## config.mk

```make
export PLATFORM = sky130hd
export DESIGN_NAME = ym3438_pg_freq_sched
export DESIGN_NICKNAME = d
export VERILOG_FILES = /design/src/rtl/ym3438_pg_pkg.sv /design/src/rtl/ym3438_pg_freq_regfile.sv /design/src/rtl/ym3438_pg_freq_sched.sv
export SDC_FILE = /design/constraint.sdc
export NUM_CORES = 1
export LEC_CHECK = 0
export ABC_AREA = 1
export BUFFER_PORTS_ARGS = -buffer_cell sky130_fd_sc_hd__buf_2
export CORE_MARGIN = 5
export CORE_UTILIZATION = 40
export DETAILED_ROUTE_END_ITERATION = 6
export PLACE_DENSITY = 0.61
export SLEW_MARGIN = 10
export SYNTH_ARGS = -nofsm -noshare
export SYNTH_HDL_FRONTEND = slang
export SYNTH_SLANG_ARGS = --single-unit
```

## constraint.sdc

```tcl
create_clock -name MCLK -period 4.9 [get_ports MCLK]
set_input_delay 0.49 -clock MCLK [delete_from_list [all_inputs] [get_ports MCLK]]
set_output_delay 0.49 -clock MCLK [all_outputs]
set_load 0.03 [all_outputs]
```

## src/rtl/ym3438_pg_pkg.sv

```systemverilog
// Shared constants, types and helpers for the phase-generator frequency scheduler.
// Holds the slot/frequency widths, register addresses, the op order and the kcode rule.
package ym3438_pg_pkg;

    localparam int unsigned NUM_SLOTS   = 24;
    localparam int unsigned NUM_CH      = 6;
    localparam int unsigned FNUM_W      = 11;
    localparam int unsigned BLK_W       = 3;
    localparam int unsigned NUM_ENTRIES = 9;
    localparam int unsigned SLOT_W      = 5;
    localparam int unsigned IDX_W       = 4;
    localparam int unsigned KCODE_W     = 5;

    localparam logic [7:0] ADDR_FNUM_LO = 8'hA0;
    localparam logic [7:0] ADDR_FNUM_HI = 8'hA4;
    localparam logic [7:0] ADDR_CH3_LO  = 8'hA8;
    localparam logic [7:0] ADDR_CH3_HI  = 8'hAC;
    localparam logic [7:0] ADDR_MODE    = 8'h27;

    typedef enum logic [1:0] {
        OP1 = 2'd0,
        OP2 = 2'd1,
        OP3 = 2'd2,
        OP4 = 2'd3
    } op_e;

    // One stored frequency entry; bit layout matches {hi_latch[5:0], lo_byte[7:0]}.
    typedef struct packed {
        logic [BLK_W-1:0]  block;
        logic [FNUM_W-1:0] fnum;
    } freq_t;

    // Slot groups of six run in the order op1, op3, op2, op4.
    function automatic op_e op_of_group(input logic [1:0] grp);
        op_e op;
        case (grp)
            2'd0:    op = OP1;
            2'd1:    op = OP3;
            2'd2:    op = OP2;
            default: op = OP4;
        endcase
        return op;
    endfunction

    function automatic logic [KCODE_W-1:0] calc_kcode(input freq_t f);
        logic note;
        note = (f.fnum[10] & (|f.fnum[9:7])) | (~f.fnum[10] & (&f.fnum[9:7]));
        return {f.block, f.fnum[10], note};
    endfunction

endpackage

```

## src/rtl/ym3438_pg_freq_regfile.sv

```systemverilog
// F-number/block storage: six channel entries plus three ch3 operator entries,
// the two shared high-byte latches, the 0x27 mode bits and the write decoder.
module ym3438_pg_freq_regfile
    import ym3438_pg_pkg::*;
(
    input  logic             MCLK,
    input  logic             reset,
    input  logic             wr_en,
    input  logic             wr_bank,
    input  logic [7:0]       wr_addr,
    input  logic [7:0]       wr_data,
    input  logic [IDX_W-1:0] rd_idx,
    output freq_t            rd_data,
    output logic [1:0]       ch3_mode
);

    freq_t      r_entry [NUM_ENTRIES];
    logic [5:0] r_fnum_hi;
    logic [5:0] r_ch3_hi;
    logic [1:0] r_ch3_mode;

    logic [1:0]       w_off;
    logic [7:0]       w_grp;
    logic             w_lo_sel;
    logic             w_hi_sel;
    logic             w_c3lo_sel;
    logic             w_c3hi_sel;
    logic             w_mode_sel;
    logic [IDX_W-1:0] w_lo_idx;
    logic [IDX_W-1:0] w_c3_idx;

    // Address groups of four; the fourth address of each group (A3/A7/AB/AF) is unused.
    assign w_off      = wr_addr[1:0];
    assign w_grp      = wr_addr & 8'hFC;
    assign w_lo_sel   = wr_en && (w_grp == ADDR_FNUM_LO) && (w_off != 2'd3);
    assign w_hi_sel   = wr_en && (w_grp == ADDR_FNUM_HI) && (w_off != 2'd3);
    assign w_c3lo_sel = wr_en && !wr_bank && (w_grp == ADDR_CH3_LO) && (w_off != 2'd3);
    assign w_c3hi_sel = wr_en && (w_grp == ADDR_CH3_HI) && (w_off != 2'd3);
    assign w_mode_sel = wr_en && !wr_bank && (wr_addr == ADDR_MODE);
    assign w_lo_idx   = IDX_W'(w_off) + (wr_bank ? IDX_W'(3) : IDX_W'(0));
    assign w_c3_idx   = IDX_W'(NUM_CH) + IDX_W'(w_off);

    always_ff @(posedge MCLK or posedge reset) begin
        if (reset) begin
            for (int i = 0; i < int'(NUM_ENTRIES); i++) r_entry[i] <= '0;
            r_fnum_hi  <= '0;
            r_ch3_hi   <= '0;
            r_ch3_mode <= '0;
        end else begin
            if (w_hi_sel)   r_fnum_hi  <= wr_data[5:0];
            if (w_c3hi_sel) r_ch3_hi   <= wr_data[5:0];
            if (w_mode_sel) r_ch3_mode <= wr_data[7:6];
            // High latches are kept after commit so repeated low writes reuse them.
            if (w_lo_sel)   r_entry[w_lo_idx] <= freq_t'({r_fnum_hi, wr_data});
            if (w_c3lo_sel) r_entry[w_c3_idx] <= freq_t'({r_ch3_hi, wr_data});
        end
    end

    assign rd_data  = r_entry[rd_idx];
    assign ch3_mode = r_ch3_mode;

endmodule

```

## src/rtl/ym3438_pg_freq_sched.sv

```systemverilog
// Slot scheduler in front of the phase generator: 24-slot TDM counter, ch/op decode,
// ch3 special-mode parameter select and registered fnum/block/kcode per slot.
module ym3438_pg_freq_sched
    import ym3438_pg_pkg::*;
(
    input  logic               MCLK,
    input  logic               reset,
    input  logic               slot_adv,
    input  logic               sync,
    input  logic               wr_en,
    input  logic               wr_bank,
    input  logic [7:0]         wr_addr,
    input  logic [7:0]         wr_data,
    output logic [SLOT_W-1:0]  slot,
    output logic [11:0]        fnum,
    output logic [BLK_W-1:0]   block,
    output logic [KCODE_W-1:0] kcode,
    output logic [1:0]         ch3_mode,
    output logic               slot_valid
);

    logic [SLOT_W-1:0]  r_slot;
    logic [11:0]        r_fnum;
    logic [BLK_W-1:0]   r_block;
    logic [KCODE_W-1:0] r_kcode;
    logic               r_slot_valid;

    logic [SLOT_W-1:0]  w_next_slot;
    logic [2:0]         w_ch;
    logic [1:0]         w_group;
    op_e                w_op;
    logic               w_special;
    logic [IDX_W-1:0]   w_rd_idx;
    freq_t              w_rd;
    logic [1:0]         w_ch3_mode;

    ym3438_pg_freq_regfile u_regfile (
        .MCLK     (MCLK),
        .reset    (reset),
        .wr_en    (wr_en),
        .wr_bank  (wr_bank),
        .wr_addr  (wr_addr),
        .wr_data  (wr_data),
        .rd_idx   (w_rd_idx),
        .rd_data  (w_rd),
        .ch3_mode (w_ch3_mode)
    );

    assign w_next_slot = (sync || (r_slot == SLOT_W'(NUM_SLOTS - 1))) ? '0 : r_slot + SLOT_W'(1);
    assign w_ch        = 3'(w_next_slot % SLOT_W'(NUM_CH));
    assign w_group     = 2'(w_next_slot / SLOT_W'(NUM_CH));
    assign w_op        = op_of_group(w_group);
    assign w_special   = (w_ch == 3'd2) && (w_ch3_mode != 2'd0) && (w_op != OP4);

    // Special-mode ch3 entries sit after the six channels in A8, A9, AA order (op3, op1, op2).
    always_comb begin
        w_rd_idx = IDX_W'(w_ch);
        if (w_special) begin
            case (w_op)
                OP1:     w_rd_idx = IDX_W'(NUM_CH + 1);
                OP2:     w_rd_idx = IDX_W'(NUM_CH + 2);
                default: w_rd_idx = IDX_W'(NUM_CH);
            endcase
        end
    end

    always_ff @(posedge MCLK or posedge reset) begin
        if (reset) begin
            r_slot       <= '0;
            r_fnum       <= '0;
            r_block      <= '0;
            r_kcode      <= '0;
            r_slot_valid <= 1'b0;
        end else begin
            r_slot_valid <= slot_adv;
            if (slot_adv) begin
                r_slot  <= w_next_slot;
                r_fnum  <= 12'(w_rd.fnum);
                r_block <= w_rd.block;
                r_kcode <= calc_kcode(w_rd);
            end
        end
    end

    assign slot       = r_slot;
    assign fnum       = r_fnum;
    assign block      = r_block;
    assign kcode      = r_kcode;
    assign ch3_mode   = w_ch3_mode;
    assign slot_valid = r_slot_valid;

endmodule

```

==> impl_metrics.csv, run 1 <==
group,metric,value,unit
clock_network,htreeDepth,4,
clock_network,cts_hold_buf,0,
global_routing,grt_remaining_overflow,0,
logic_synthesis,muxShareOfSynthArea,0.4339,%
cells_and_area,nets,1014,
global_routing,grt_pass1_wl,34000,µm
cells_and_area,n_antenna_cell,0,
placed_design,hpwlAfterDp,13310,µm
worst_setup_path,cp-end-kind,"flip-flop",
sta,max_freq,225.5,MHz
logic_synthesis,yosysMostFrequentCell,"nand2_1",
detailed_routing,vias_per_cell,5.176,
sta,drv_slew,0,
logic_synthesis,yosysSeqAreaShare,51.74,%
pwr,p_leak,4.217,nW
global_routing,grt_use_total,19.48,%
cells_and_area,areaGrowthSynthToFinish,13.71,%
detailed_routing,final_antenna_net_count,0,
clock_network,clkTransAtPathRegs,70,ps
logic_synthesis,synth_edf_count,0,
logic_synthesis,synth_warnings,0,
run_status,status,"complete, but fails checks",
cells_and_area,multi_input_area,3207,µm²
logic_synthesis,avgSynthCellArea,8.153,µm²
clock_network,cts_resized,0,
logic_synthesis,synthCells,955,
die,core,19330,µm²
worst_setup_path,cp-start-kind,"flip-flop",
worst_setup_path,cp.depth,31,
pwr,peakVddDrop,0.2959,mV
worst_setup_path,timing.critical_path.mode_cell,"nand2_1",
detailed_routing,vias,6537,
sta,final_hold_viol_count,0,
sta,grt_setup_unrepaired,"true",
logic_synthesis,ys_ff_latch,161,
run_status,violations,"DRC",
die,die_w,149.5,µm
worst_setup_path,r2r_cells,31,
sta,whs,210.8,ps
detailed_routing,drc_errors,22,
worst_setup_path,required,5230,ps
sta,finClkSkew,11.81,ps
worst_setup_path,path_buf_inv,6,
pwr,power.total,3.323,mW
clock_network,cts.sinks,161,
logic_synthesis,syn-cell-area,7786,µm²
die,io_pins,50,
worst_setup_path,max_stage_delay,440,ps
clock_network,post_cts_buffers,0,
clock_network,cts-root-buf,"clkbuf_16",
cells_and_area,register_area,4029,µm²
worst_setup_path,critical-path-slowest-cell,"dfrtp_1",
die,die_h,149.5,µm
worst_setup_path,crit_fanout,22,
sta,finalSetupViolCount,0,
clock_network,clockBufferDepth,2,
die,fp.dieArea,22360,µm²
die,std_cell_rows,51,
clock_network,cts_tree,"built",
sta,slew-limit-headroom,21.76,%
logic_synthesis,synth_nets,984,
detailed_routing,wl,20600,µm
cells_and_area,layout-drive-gt1-share,12.93,%
logic_synthesis,synth_fa_ha_area_share,1.221,%
logic_synthesis,synth_common_cells,"244 x nand2_1, 164 x o21ai_0, 161 x dfrtp_1",
logic_synthesis,synth_compound_area_share,16.86,%
logic_synthesis,async_flop_share,100.0,%
global_routing,grt_pass1_vias,6376,
placed_design,portBuffers,48,
die,floorplan.initialDensity,40.27,%
detailed_routing,wl_per_cell,16.31,µm
worst_hold_path,min_path_type,"in2async",
detailed_routing,first_pass_iters,7,
logic_synthesis,yosys.area.top_type_share,51.74,%
clock_network,numCtsBuffers,17,
worst_setup_path,cp.arrival,4760,ps
clock_network,clk_latency,440,ps
global_routing,antenna_found_initial,0,
placed_design,gp_congestion,0.7907,
sta,tightestPinTransition,1171,ps
cells_and_area,final.fill_count,1940,
logic_synthesis,ys.flop_type,"dfrtp_1",
logic_synthesis,yosysUniqueCellTypes,41,
logic_synthesis,synth_top_family_by_area,"simple AND/OR/NAND/NOR gates",
pwr,power_density,375.4,nW/µm²
logic_synthesis,netlist_top_cells_area,"dfrtp_1 52%, nand2_1 12%, o21ai_0 11%",
sta,period_needed,4435,ps
sta,finalCritPeriodShare,90.52,%
worst_setup_path,critPathKind,"reg2reg",
logic_synthesis,synth-xor-area-share,0,%
job,cap_viol_max_count,0,
global_routing,grt_start_max_net_pins,87,
detailed_routing,drt_iter0_markers,415,
worst_setup_path,critical-path-top-delay-family,"simple AND/OR/NAND/NOR gates",
logic_synthesis,synth-simple-area-share,22.42,%
logic_synthesis,synth_top_area_cell,"dfrtp_1",
==> flip-flops by register name (all words and copies together) (netlist names), 2 cells and up <==
| signal | flops |
|---|---|
| u_regfile.ch3_mode | 2 |
| slot | 5 |
| u_regfile.r_fnum_hi | 6 |
| block | 3 |
| kcode | 2 |
| u_regfile.r_entry | 126 |
| u_regfile.r_ch3_hi | 6 |
| fnum | 10 |
==> final timing paths <==
path / startpoint / end / slack [ps]
max in group asynchronous: reset / u_regfile.r_entry[112] / 3670
min in group MCLK: wr_data[2] / u_regfile.r_entry[16] / 270
hold reg to reg: u_regfile.r_entry[96] / u_regfile.r_entry[96] / 480
setup reg to reg: slot[0] / kcode[0] / 460
setup / recovery: slot[0] / kcode[0] / 460
hold / removal: reset / slot[4] / 210
==> cells in the final DEF (no fill, tap or decap), types with 5 or more instances in the layout <==
master	n
a21oi_1	27
a31oi_1	13
buf_2	48
buf_4	9
clkbuf_16	17
dfrtp_1	161
ha_1	6
inv_1	78
nand2_1	243
nand2_2	9
nand3_1	59
nand4_1	6
nor2_1	68
o211ai_1	5
o21ai_0	164
o21ai_1	20
o22ai_1	7
==> through the flow <==
stage | instance area, µm² | setup slack, ps | cells | utilization, % | setup TNS [ps]
after floorplan | 7786 | 61.73 | 955 | - | 0
after global routing | 8853 | -77.89 | 1263 | 45.79 | -86.26
after global placement | 8207 | 498.4 | 1231 | 42.44 | 0
after detailed placement | 8207 | 345.0 | 1231 | 42.44 | 0
after CTS | 8831 | 273.0 | 1263 | 45.67 | 0
final | 8853 | 464.8 | 1263 | 45.79 | 0
==> metal layers <==
layer  global-route usage, %  vias up  routed length [µm]
li1                        -     3200                   -
met1                   27.46     3153                9851
met2                   30.43      156                9446
met3                   3.725       28                 902
met4                   6.362        0                 395
met5                       0        -                   0
==> area by class of cell <==
cell class,instances,share of cell area (%)
clock inverters,15,2.247
inverters,84,3.646
clock buffers,17,4.805
well taps,265,3.745
multi-input cells,662,36.22
flip-flops and latches,161,45.51
repair buffers,59,3.830
==> where the power goes <==
group | total, mW | switching, mW | internal, mW
sequential | 1.44 | 0.0444 | 1.39
clock | 1.41 | 0.589 | 0.818
combinational | 0.478 | 0.343 | 0.135
total | 3.32 | 0.976 | 2.35
==> worst register-to-register path: cells and delay by family (launching register included) <==
family                   cells  cell delay, ps
AND/OR/NAND/NOR             17            1970
adder cells (fa/ha/maj)      4             840
buffers and inverters        6             590
AO/OA/AOI/OAI                4             490
flip-flops                   1             440
==> logic make-up after synthesis <==
logic type               Yosys count
multiplexers                       3
AND/OR/NAND/NOR                  405
AO/OA/AOI/OAI                    246
adder cells (fa/ha/maj)            7
buffers and inverters            132
other                              1
flip-flops                       161
Note: power is estimated with default switching activity, not from simulation.
==> inputs of run 2 (changes only) <==
- CTS_BUF_LIST: not set -> sky130_fd_sc_hd__clkbuf_4 sky130_fd_sc_hd__clkbuf_8
==> impl_metrics.csv, run 2 (synthesized netlist as in run 1, its figures left out) <==
group,metric,value,unit
cells_and_area,regMostFlops,"u_regfile.r_entry",
worst_setup_path,r2r-end,"kcode[0]",
die,die_h,149.5,µm
die,core,19330,µm²
worst_setup_path,crit_fanout,22,
cells_and_area,final_util,44.83,%
die,io_pins,50,
die,std_cell_rows,51,
sta,finClkSkew,11.54,ps
sta,tightestPinTransition,1143,ps
clock_network,htreeDepth,4,
worst_setup_path,max_stage_delay,440,ps
sta,setup_ws,467.3,ps
sta,grt_setup_unrepaired,"true",
global_routing,grt_pass1_vias,6321,
cells_and_area,areaGrowthSynthToFinish,11.31,%
sta,max_freq,225.6,MHz
sta,slew-limit-headroom,23.64,%
clock_network,cts-root-buf,"clkbuf_8",
clock_network,cts.sinks,161,
cells_and_area,nets,1014,
die,fp.dieArea,22360,µm²
detailed_routing,vias_per_cell,5.113,
sta,drv_slew,0,
sta,finalCritPeriodShare,90.46,%
placed_design,hpwlAfterDp,13310,µm
die,floorplan.initialDensity,40.27,%
worst_setup_path,required,5250,ps
clock_network,numCtsBuffers,17,
pwr,p_leak,4.131,nW
worst_setup_path,cp.arrival,4780,ps
clock_network,post_cts_buffers,0,
worst_setup_path,timing.critical_path.mode_cell,"nand2_1",
sta,fin_tns_setup,0,ps
worst_hold_path,min_path_type,"in2async",
cells_and_area,layout-drive-gt1-share,12.93,%
worst_setup_path,cp-end-kind,"flip-flop",
cells_and_area,n_antenna_cell,0,
detailed_routing,vias,6458,
worst_setup_path,cp-start-kind,"flip-flop",
placed_design,dp_slack,345.0,ps
worst_setup_path,rrSetupSlack,470,ps
sta,final_hold_viol_count,0,
clock_network,clk_latency,460,ps
worst_setup_path,critical-path-slowest-cell,"dfrtp_1",
cells_and_area,most-common-layout-cells,"243 x nand2_1, 164 x o21ai_0, 161 x dfrtp_1, 78 x inv_1, 68 x nor2_1",
pwr,power_density,344.1,nW/µm²
clock_network,cts_tree,"built",
placed_design,gp_congestion,0.7907,
detailed_routing,wl_per_cell,16.15,µm
clock_network,clkTransAtPathRegs,90,ps
worst_setup_path,r2r_cells,31,
detailed_routing,final_antenna_net_count,0,
run_status,status,"complete, no violations",
global_routing,grt_pass1_wl,33750,µm
sta,finalSetupViolCount,0,
sta,period_needed,4433,ps
global_routing,grt_start_max_net_pins,87,
detailed_routing,wl,20400,µm
detailed_routing,drc_errors,0,
detailed_routing,drt_iter0_markers,489,
pwr,peakVddDrop,0.1948,mV
global_routing,antenna_found_initial,0,
clock_network,clockBufferDepth,2,
global_routing,grt_use_total,19.25,%
job,cap_viol_max_count,0,
detailed_routing,first_pass_iters,6,
worst_setup_path,critPathKind,"reg2reg",
die,die_w,149.5,µm
placed_design,portBuffers,48,
pwr,power.total,2.982,mW
global_routing,grt_remaining_overflow,0,
worst_setup_path,r2r_start,"slot[0]",
cells_and_area,largest_reg_flops,126,
cells_and_area,final_common_cell,"nand2_1",
sta,whs,148.0,ps
==> run 2: cell count changes in the layout (fill, tap and decap cells not counted) <==
cell / previous run / this run
clkbuf_16: 17 / 0
nand2_2: 9 / 8
nand2_4: 1 / 2
clkbuf_8: 0 / 17
==> run 2: per-layer routing <==
| layer | wire, µm | share of wire (%) | track usage (%) | vias up |
|---|---|---|---|---|
| li1 | - | - | - | 3198 |
| met1 | 9771 | 48 | 27.42 | 3062 |
| met2 | 9251 | 45 | 29.95 | 171 |
| met3 | 1000 | 4.9 | 3.483 | 27 |
| met4 | 371 | 1.8 | 6.087 | 0 |
| met5 | 0 | 0 | 0 | - |
==> run 2: area by class of cell <==
cell class,count,area (µm²)
fillers,1971,10670
flip-flops and latches,161,4029
multi-input cells,662,3212
repair buffers,59,339.1
well taps,265,331.6
inverters,84,322.8
clock buffers,17,234.0
clock inverters,15,198.9
==> run 2: worst max-delay path, delay by kind of cell, from the launching register on <==
| family | cells | cell delay, ps |
|---|---|---|
| and+or+nand+nor | 17 | 1990 |
| adders and majority gates | 4 | 830 |
| buffers and inverters | 6 | 580 |
| AOI/OAI and AO/OA | 4 | 490 |
| DFF | 1 | 440 |
==> run 2: worst max path at each step <==
| stage | slack, ps | cells past startpoint | start | to |
|---|---|---|---|---|
| finish | 470 | 31 | slot[0] | kcode[0] |
| global placement | 500 | 31 | slot[0] | kcode[0] |
| floorplan | 60 | 1 | reset | block[0] |
| detailed placement | 340 | 31 | slot[0] | kcode[0] |
| global route | -70 | 31 | slot[0] | kcode[0] |
| CTS | 290 | 31 | slot[0] | kcode[0] |
==> run 2: stage by stage <==
stage | cell area, µm² | instances
after floorplan | 7786 | 955
after global placement | 8207 | 1231
after detailed placement | 8207 | 1231
after CTS | 8640 | 1263
after global routing | 8667 | 1263
final | 8667 | 1263
==> run 2: what timing repair did <==
| action | in CTS | in global routing |
|---|---|---|
| endpoints found under the setup margin | 0 | 15 |
| resized for setup | 0 | 7 |
| hold buffers | 0 | 0 |
==> run 2: where the power goes <==
group          switching [mW]  internal [mW]
sequential             0.0442           1.39
clock                   0.548          0.521
combinational           0.342          0.136
total                   0.934           2.05
==> inputs of run 3 (changes only) <==
- GPL_TIMING_DRIVEN: not set -> 0
==> impl_metrics.csv, run 3 (synthesized netlist as in run 1, its figures left out) <==
group,metric,value,unit
pwr,p_seq_share,49.4,%
cells_and_area,final_cell_area,8793,µm²
detailed_routing,vias_per_cell,5.264,
worst_setup_path,critical-path-slowest-cell,"dfrtp_2",
detailed_routing,vias,6849,
global_routing,antenna_found_initial,0,
pwr,p_comb_share,18.3,%
cells_and_area,most-common-layout-cells,"244 x nand2_1, 163 x o21ai_0, 160 x dfrtp_1, 78 x inv_1, 66 x nor2_1",
worst_setup_path,r2r_cells,30,
sta,slew-limit-headroom,51.91,%
detailed_routing,first_pass_iters,5,
clock_network,htreeDepth,4,
sta,finClkSkew,12.81,ps
global_routing,grt_use_total,21.75,%
run_status,status,"complete, no violations",
die,std_cell_rows,51,
clock_network,cts.sinks,161,
pwr,p_leak,4.203,nW
global_routing,grt_pass1_vias,6431,
detailed_routing,drc_errors,0,
cells_and_area,largest_reg_flops,126,
cells_and_area,layout-drive-gt1-share,14.00,%
cells_and_area,nets,1052,
clock_network,cts-root-buf,"clkbuf_8",
placed_design,portBuffers,48,
pwr,p_clk_share,32.2,%
placed_design,dp_slack,197.8,ps
die,floorplan.initialDensity,40.27,%
sta,setup_ws,349.7,ps
clock_network,clockBufferDepth,2,
sta,max_freq,219.8,MHz
cells_and_area,n_antenna_cell,0,
sta,finalSetupViolCount,0,
detailed_routing,drt_iter0_markers,671,
sta,fin_tns_setup,0,ps
sta,tightestPinTransition,721.4,ps
pwr,p_int,1.951,mW
cells_and_area,register_area,4030,µm²
worst_setup_path,crit_fanout,10,
cells_and_area,final_common_cell,"nand2_1",
clock_network,numCtsBuffers,17,
sta,period_needed,4550,ps
placed_design,post_dp_cell_area,8393,µm²
clock_network,clkTransAtPathRegs,100,ps
placed_design,gp_congestion,0.8486,
detailed_routing,final_antenna_net_count,0,
cells_and_area,areaGrowthSynthToFinish,12.94,%
sta,final_hold_viol_count,0,
global_routing,grt_start_max_net_pins,101,
worst_hold_path,min_path_type,"in2async",
worst_setup_path,timing.critical_path.mode_cell,"nand2_1",
pwr,power_density,330.5,nW/µm²
pwr,p_switching,0.9555,mW
worst_setup_path,cp-end-kind,"flip-flop",
die,core,19330,µm²
die,die_h,149.5,µm
die,die_w,149.5,µm
cells_and_area,final_util,45.48,%
clock_network,post_cts_buffers,0,
cells_and_area,multi_input_area,3209,µm²
worst_setup_path,required,5270,ps
sta,drv_slew,0,
job,cap_viol_max_count,0,
cells_and_area,final.fill_count,1984,
pwr,peakVddDrop,0.1689,mV
die,io_pins,50,
worst_setup_path,cp-start-kind,"flip-flop",
global_routing,grt_remaining_overflow,0,
placed_design,hpwlAfterDp,16430,µm
global_routing,grt_pass1_wl,36570,µm
sta,finalCritPeriodShare,92.86,%
cells_and_area,regMostFlops,"u_regfile.r_entry",
detailed_routing,wl_per_cell,18.21,µm
worst_setup_path,critPathKind,"reg2reg",
cells_and_area,stdcell_count,1301,
detailed_routing,wl,23700,µm
placed_design,dp.cells,1269,
sta,grt_setup_unrepaired,"false",
clock_network,clk_latency,470,ps
clock_network,cts_tree,"built",
die,fp.dieArea,22360,µm²
worst_setup_path,cp.arrival,4920,ps
pwr,sw_frac_of_total,32.88,%
worst_setup_path,max_stage_delay,460,ps
run 3: cell types whose count changed in the layout (fill, tap and decap cells not counted), moves of 2 or more:
cell / change
buf_2: +5
bufinv_16: -2
clkbuf_1: +25
clkbuf_2: +3
clkbuf_4: +3
clkinv_2: +5
inv_6: -3
nor2_1: -2
run 3: metal layers:
layer,track usage [%],wire (µm),vias to the layer above
met5,0,0,-
met4,7.414,838,0
met3,5.815,2057,51
met2,32.33,10290,279
met1,30.85,10510,3247
li1,-,-,3272
run 3: power groups by stage:
stage	sequential (mW)	clock, mW	combinational, mW
after floorplan	1.50	0	0.295
after global placement	1.46	0	0.521
after detailed placement	1.46	0	0.528
after CTS	1.44	0.947	0.529
after global routing	1.44	1.01	0.587
final	1.44	0.936	0.533
run 3: final timing paths:
check | end | startpoint | slack [ps]
max | kcode[0] | slot[0] | 350
min | u_regfile.r_entry[91] | reset | 50
max reg2reg | kcode[0] | slot[0] | 350
min reg2reg | u_regfile.r_entry[58] | u_regfile.r_entry[58] | 490
max in group asynchronous | u_regfile.r_entry[13] | reset | 4000
min in group MCLK | slot_valid | slot_adv | 190
run 3: layout make-up:
class	count	area share (%)
Buffer	48	2.974
Sequential cell	161	45.83
Timing Repair Buffer	49	3.045
Tap cell	265	3.771
Clock inverter	15	1.551
Clock buffer	17	2.661
Multi-Input combinational cell	662	36.50
Inverter	84	3.671
run 3: through the flow:
step | total power [mW] | hold slack [ps]
after floorplan | 1.799 | 446.1
after global placement | 1.983 | 460.8
after detailed placement | 1.991 | 466.3
after CTS | 2.912 | 65.22
after global routing | 3.038 | 78.40
final | 2.906 | 47.94
run 3: worst max-delay path: cells and delay by family (launching register included):
kind	cells	cell delay, ps
flops	1	460
fa+ha+maj	4	840
compound gates	5	650
simple gates	16	1960
buf+inv	5	530
run 3: timing repair:
action	in CTS	in global routing
hold buffers	0	0
gates resized for setup	0	14
endpoints found under the setup margin	0	13
